### config.mk
export PLATFORM = sky130hd
export DESIGN_NAME = mem_bus_arbiter
export DESIGN_NICKNAME = d
export VERILOG_FILES = /design/src/rtl/mem_bus_arbiter.sv
export SDC_FILE = /design/constraint.sdc
export NUM_CORES = 1
export LEC_CHECK = 0
export ABC_AREA = 1
export ABC_CLOCK_PERIOD_IN_PS = 1230
export CAP_MARGIN = 25
export CORE_MARGIN = 4
export CORE_UTILIZATION = 39
export CTS_BUF_LIST = sky130_fd_sc_hd__clkbuf_4
export DETAILED_ROUTE_END_ITERATION = 12
export PLACE_DENSITY = 0.86
export SYNTH_ARGS = -nofsm -noshare
export SYNTH_HDL_FRONTEND = slang
export SYNTH_SLANG_ARGS = --single-unit
### constraint.sdc
create_clock -name clk -period 1.23 [get_ports clk]
set_input_delay 0.246 -clock clk [delete_from_list [all_inputs] [get_ports clk]]
set_output_delay 0.246 -clock clk [all_outputs]
set_load 0.05 [all_outputs]
### src/rtl/mem_bus_arbiter.sv
// mem_bus_arbiter: shares one memory bus between instruction-fetch and load/store ports
// Optional round-robin on simultaneous requests: define ARB_FAIRNESS_EN (default: LS wins).
module mem_bus_arbiter #(
   parameter int MEM_LATENCY = 1
) (
   input  logic        clk,
   input  logic        rst_n,
   input  logic        if_req,
   input  logic [31:0] if_addr,
   output logic        if_ack,
   output logic [31:0] if_rdata,
   input  logic        ls_req,
   input  logic [31:0] ls_addr,
   input  logic [31:0] ls_wdata,
   input  logic        ls_rw,
   input  logic [1:0]  ls_size,
   output logic        ls_ack,
   output logic [31:0] ls_rdata,
   output logic        ls_err,
   output logic        mem_sel,
   output logic [31:0] mem_addr,
   output logic        mem_rw,
   output logic [1:0]  mem_size,
   output logic [31:0] mem_wdata,
   output logic        mem_wdata_oe,
   input  logic [31:0] mem_rdata,
   output logic        busy
);
   typedef enum logic [1:0] {IDLE, BUSY, RESP} state_t;
   state_t      state, state_d;
   logic [3:0]  cnt, cnt_d;
   logic        gnt_ls, gnt_ls_d;
   logic        ill, ill_d;
   logic        accept, done, pick_ls, ls_ill;
   logic        if_ack_d, ls_ack_d, ls_err_d, sel_d, rw_d, oe_d, busy_d;
   logic [1:0]  size_d;
   logic [31:0] addr_d, wdata_d, if_rdata_d, ls_rdata_d;
`ifdef ARB_FAIRNESS_EN
   logic        last_gnt;
   assign pick_ls = ls_req && (!if_req || !last_gnt);
   // remember which port won the latest accept (1 = LS) so dual requests alternate
   always_ff @(posedge clk or negedge rst_n)
      if (!rst_n) last_gnt <= 1'b0;
      else if (accept) last_gnt <= pick_ls;
`else
   assign pick_ls = ls_req;
`endif
   assign ls_ill = ls_size == 2'd3;
   // state, countdown and latched grant information
   always_ff @(posedge clk or negedge rst_n)
      if (!rst_n) begin
         state  <= IDLE;
         cnt    <= 4'd0;
         gnt_ls <= 1'b0;
         ill    <= 1'b0;
      end else begin
         state  <= state_d;
         cnt    <= cnt_d;
         gnt_ls <= gnt_ls_d;
         ill    <= ill_d;
      end
   // next state: accept only from IDLE, sample when the countdown reaches one
   always_comb begin
      accept   = state == IDLE && (if_req || ls_req);
      done     = state == BUSY && cnt == 4'd1;
      state_d  = accept ? BUSY : done ? RESP : state == RESP ? IDLE : state;
      cnt_d    = accept ? 4'(MEM_LATENCY) : state == BUSY ? cnt - 4'd1 : cnt;
      gnt_ls_d = accept ? pick_ls : gnt_ls;
      ill_d    = accept ? pick_ls && ls_ill : ill;
   end
   // next output values; bus fields latch at accept and hold afterwards
   always_comb begin
      sel_d      = accept ? 1'b1 : done ? 1'b0 : mem_sel;
      addr_d     = accept ? (pick_ls ? ls_addr : if_addr) : mem_addr;
      rw_d       = accept ? pick_ls && ls_rw && !ls_ill : mem_rw;
      size_d     = accept ? (pick_ls && !ls_ill ? ls_size : 2'd2) : mem_size;
      wdata_d    = accept && pick_ls ? ls_wdata : mem_wdata;
      oe_d       = accept ? pick_ls && ls_rw && !ls_ill : done ? 1'b0 : mem_wdata_oe;
      if_ack_d   = done && !gnt_ls;
      ls_ack_d   = done && gnt_ls;
      ls_err_d   = done && gnt_ls && ill;
      if_rdata_d = done && !gnt_ls ? mem_rdata : if_rdata;
      ls_rdata_d = done && gnt_ls && !mem_rw && !ill ? mem_rdata : ls_rdata;
      busy_d     = state_d != IDLE;
   end
   // registered outputs
   always_ff @(posedge clk or negedge rst_n)
      if (!rst_n) begin
         if_ack       <= 1'b0;
         if_rdata     <= 32'd0;
         ls_ack       <= 1'b0;
         ls_rdata     <= 32'd0;
         ls_err       <= 1'b0;
         mem_sel      <= 1'b0;
         mem_addr     <= 32'd0;
         mem_rw       <= 1'b0;
         mem_size     <= 2'd0;
         mem_wdata    <= 32'd0;
         mem_wdata_oe <= 1'b0;
         busy         <= 1'b0;
      end else begin
         if_ack       <= if_ack_d;
         if_rdata     <= if_rdata_d;
         ls_ack       <= ls_ack_d;
         ls_rdata     <= ls_rdata_d;
         ls_err       <= ls_err_d;
         mem_sel      <= sel_d;
         mem_addr     <= addr_d;
         mem_rw       <= rw_d;
         mem_size     <= size_d;
         mem_wdata    <= wdata_d;
         mem_wdata_oe <= oe_d;
         busy         <= busy_d;
      end
endmodule
Word-level counts from Yosys, hierarchy flattened. Cells that the tools add are included.

$add $sub $neg: 1. $lt $le $gt $ge: 0. Reductions and logical operators: 21. Div/mod/pow operators: 0. $mul: 0. Shift operators: 0. Equality and inequality tests: 4. Mux-type cells: 10. Bitwise gates (word level): 0.

Operators with widths (count): $mux W32 (1); $logic_and A1 B1 Y1 (12); $mux W2 (4); $mux W4 (2); $reduce_bool A2 Y1 (3); $eq A2 B2 Y1 const B (2); $eq A4 B1 Y1 const B (1); $logic_not A1 Y1 (4); $sub A4 B1 Y4 const B (1); $mux W1 (3); $eq A2 B1 Y1 const B (1); $logic_not A2 Y1 (1); $logic_or A1 B1 Y1 (1).

Bits in latches: 0. Memories: 0. Memory bits (writable): 0. Bits in registers: 145. Output and inout bits: 137. Bits of input ports: 135. ROM bits: 0. Word-level logic and storage cells: 52.

Depth between registers and ports, before layout.
Word-level depth: 5. Gate-level depth with buffers: 9.

Worst setup path before layout. OpenSTA, ideal clock, no wires.

Path type: reg-to-reg. From: reg mem_rw. To: reg ls_rdata[10]. Arrival: 1.338 ns. Stages on the path, launching flop included: 6. Required time: 1.111 ns. Slack: -0.227 ns. Cell sequence: dfrtp_1 > nor2_1 > nand4_2 > buf_2 > nand2_1 > nand2_1.

Longest elaborated chain between the ends: 3.

RTL lines: start: declaration (RTL line 22) `output logic mem_rw,`; start signal: assignment (RTL line 109) `mem_rw <= rw_d;`; $logic_not A1 Y1 (RTL line 83) `ls_rdata_d = done && gnt_ls && !mem_rw && !ill ? mem_rdata : ls_rdata;`; $logic_and A1 B1 Y1 (2 in series) (RTL line 83); end signal: assignment (RTL line 105) `ls_rdata <= ls_rdata_d;`; end: declaration (RTL line 18) `output logic [31:0] ls_rdata,`.

No other way between the ends. A chain may end at the register's enable or synchronous reset.

Final worst setup path.
From: reg cnt[1]. To: reg ls_rdata[4].

Longest elaborated chain between the ends: 5.

RTL lines: start: declaration (RTL line 31) `logic [3:0] cnt, cnt_d;`; start signal: assignment (RTL line 58) `cnt <= cnt_d;`; $eq A4 B1 Y1 (RTL line 65) `done = state == BUSY && cnt == 4'd1;`; $logic_and A1 B1 Y1 (RTL line 65); $logic_and A1 B1 Y1 (3 in series) (RTL line 83).

No other way between the ends.

==> flow_metrics.env <==
export IMPL_crit_type="reg2reg"
export IMPL_synth_cell_type_count=27
export IMPL_period_minus_slack_ps=1570
export IMPL_drc=0
export IMPL_fin_area_sq_um=12800
export IMPL_rows=45
export IMPL_drv_slew=0
export IMPL_p_sw_uw=20100
export IMPL_slew_headroom=0.723
export IMPL_synth_top_family_by_area="simple AND/OR/NAND/NOR gates"
export IMPL_seqPwrFrac=0.240
export IMPL_drt_total_wl_um=29300
export IMPL_layout_drive_gt1_share=0.468
export IMPL_seq_area_frac_synth=0.600
export IMPL_gp_congestion=0.926
export IMPL_mostFrequentLayoutCell="nand2_1"
export IMPL_die_w_um=133
export IMPL_p_clk_frac=0.076
export IMPL_synth_compound_area_share=0.0496
export IMPL_setup_ws_ps=-340
export IMPL_clk_pin_slew_ps=150
export IMPL_clk_path_buf_depth=2
export IMPL_ios=272
export IMPL_drv_cap=0
export IMPL_critPathMaxFanout=32
export IMPL_whs_ps=140
export IMPL_grt_pass1_vias=6889
export IMPL_synth_xor_xnor_area_share=0.00145
export IMPL_required_ps=1650
export IMPL_power_frac_comb=0.684
export IMPL_finish_utilization=0.844
export IMPL_antenna_cells=0
export IMPL_postPlaceCellArea_sq_um=10600
export IMPL_yosys_area_share_simple=0.301
export IMPL_core_area_sq_um=15200
export IMPL_slowest_delay_ps=390
export IMPL_grtUsageTotal=0.277
export IMPL_overflow=0
export IMPL_hold_viol=0
export IMPL_antenna_found_initial=0
export IMPL_die_area_sq_um=17600
export IMPL_nNetsFinal=1191
export IMPL_cts_made_buffers=17
export IMPL_ys_warn_count=0
export IMPL_switching_share=0.474
export IMPL_ant_nets=0
export IMPL_fillers=674
export IMPL_initial_utilization=0.398
export IMPL_async_flop_share=1.00
export IMPL_crit_top_cell="nand2_1"
export IMPL_grt_pass1_wl_um=37700
export IMPL_vias=6999
export IMPL_cp_end_kind="flop"
export IMPL_rsz0062_at_grt="yes"
export IMPL_finalCritPeriodShare=1.28
export IMPL_cts_tree="built"
export IMPL_dp_hpwl_um=16000
export IMPL_layout_common_cells="209 x nand2_1, 154 x buf_12, 133 x clkdlybuf4s50_1, 123 x dfrtp_1, 88 x buf_4"
export IMPL_cts_root_buffer="clkbuf_4"
export IMPL_cp_arrival_ps=1990
export IMPL_die_h_um=133
export IMPL_synth_ff_type="dfrtp_1"
export IMPL_vdd_drop_max_uv=1890
export IMPL_avgSynthCellArea_sq_um=9.12
export IMPL_clock_sinks=145
export IMPL_cpLargestDelayFamily="simple AND/OR/NAND/NOR gates"
export IMPL_ys_seq_elements=145
export IMPL_crit_path_start_kind="flop"
export IMPL_vias_per_cell=5.58
export IMPL_grt_max_degree=41
export IMPL_cp_num_buf_inv=3
export IMPL_dr_pass1_iters=5
export IMPL_first_iter_violations=690
export IMPL_cp_slowest_cell="dfrtp_1"
export IMPL_post_place_ws_ps=-486
export IMPL_avgRoutedWirePerCell_um=23.3
export IMPL_syn2layout_area_growth_pct=112
export IMPL_crit_chain="inv_2 -> ha_4 -> nand2_4 -> nor2_4 -> buf_4 -> nand4_4 -> buf_12 -> nand2_1 -> nand2_1"
export IMPL_synth_edff_count=0
export IMPL_synthAdderAreaFrac=0.00414
export IMPL_cellPowerDensity_nw_per_um2=3300
export IMPL_violations="negative setup slack"
export IMPL_htree_levels=4
export IMPL_status="complete, but fails checks"
export IMPL_synth_area_mux_share=0
export IMPL_leakage_uw=0.00618
export IMPL_portBuffers=271
export IMPL_min_path_type="in2async"
export IMPL_intPower_uw=22300
export IMPL_clk_latency_ps=570
export IMPL_synth_nets=800
export IMPL_synth_area_sq_um=6050
export IMPL_tightest_slew_ps=415
export IMPL_max_freq_mhz=637
export IMPL_setup_viol=272
export IMPL_netlist_instances=663
export IMPL_fin_skew_ps=46.5
[through the flow]
stage	TNS [ps]	total power, uW	cells
detailed placement	-38670	33500	1126
floorplan	-4420	20100	663
CTS	-50800	38800	1210
global placement	-32280	32900	1126
global route	-65140	43600	1255
finish	-46320	42300	1255
[layer usage]
metal	global-route usage	vias up	part of all wire
met2	0.497	520	0.51
met4	0.148	0	0.070
li1	-	2910	-
met3	0.0734	154	0.091
met1	0.299	3415	0.33
met5	0	-	0
[worst reg2reg max path, delay by kind of cell (launching register included)]
| kind | cells | cell delay [ps] |
|---|---|---|
| simple gates | 5 | 530 |
| fa+ha+maj | 1 | 160 |
| buf+inv | 3 | 390 |
| flops | 1 | 390 |
[synthesized netlist by cell type (3+ instances only)]
library cell,instances,area share
inv_1,9,0.0056
nand2_1,337,0.21
clkbuf_1,15,0.0093
o22ai_1,3,0.0031
or2_2,7,0.0072
buf_4,7,0.0087
or2_1,25,0.026
inv_2,4,0.0025
nand3_1,5,0.0041
nor2_1,4,0.0025
buf_6,3,0.0056
buf_2,14,0.012
nand4_1,34,0.035
dfrtp_1,145,0.60
o211ai_1,32,0.040
[final cells by class]
cell class,count,area [sq um],share of cell area
Multi-Input combinational cell,465,2870,0.224
Clock buffer,18,135,0.0105
Timing Repair Buffer,411,5710,0.445
Inverter,14,70.1,0.00546
Clock inverter,14,158,0.0123
Sequential cell,145,3660,0.285
Tap cell,188,235,0.0183
[worst paths after layout]
check | startpoint | end | slack, ps | cells past startpoint
worst min-delay path | rst_n | if_rdata[17]$_DFFE_PN0P_ | 140 | 2
worst max-delay path | cnt[1]$_DFFE_PN0P_ | ls_rdata[4]$_DFFE_PN0P_ | -340 | 9
worst min register to register | mem_addr[25]$_DFFE_PN0P_ | mem_addr[25]$_DFFE_PN0P_ | 560 | 2
min in group clk | ls_wdata[12] | mem_wdata[12]$_DFFE_PN0P_ | 240 | 3
max in group asynchronous | rst_n | if_rdata[0]$_DFFE_PN0P_ | 520 | 3
worst max register to register | cnt[1]$_DFFE_PN0P_ | ls_rdata[4]$_DFFE_PN0P_ | -340 | 9
[flip-flops by register name, summed over array words and instances, names as in the netlist, 2 cells and up]
signal,flops
mem_addr,32
state,2
ls_rdata,32
mem_size,2
if_rdata,32
cnt,4
mem_wdata,32
[power by group through the flow]
stage / registers [uW] / clock network [uW] / logic (uW)
after global placement: 9640 / 0 / 23200
after detailed placement: 9810 / 0 / 23700
after CTS: 9740 / 3170 / 25900
after floorplan: 16100 / 0 / 4030
after global routing: 10300 / 3490 / 29800
final: 10100 / 3200 / 29000
[cells by family after synthesis]
logic type               after synthesis
AND/OR/NAND/NOR                      421
buffers and inverters                 53
XOR/XNOR                               1
adder cells (fa/ha/maj)                2
flip-flops                           145
AO/OA/AOI/OAI                         41
[timing repair]
| item | CTS | global route |
|---|---|---|
| hold buffers | 1 | 0 |
| pin swaps | 26 | 44 |
| setup buffers | 43 | 43 |
| endpoints found under the setup margin | 278 | 281 |
| hold endpoints to repair | 145 | 0 |
| gates cloned | 10 | 7 |
| resized for setup | 103 | 157 |
Note: power is estimated with default switching activity, not from simulation.
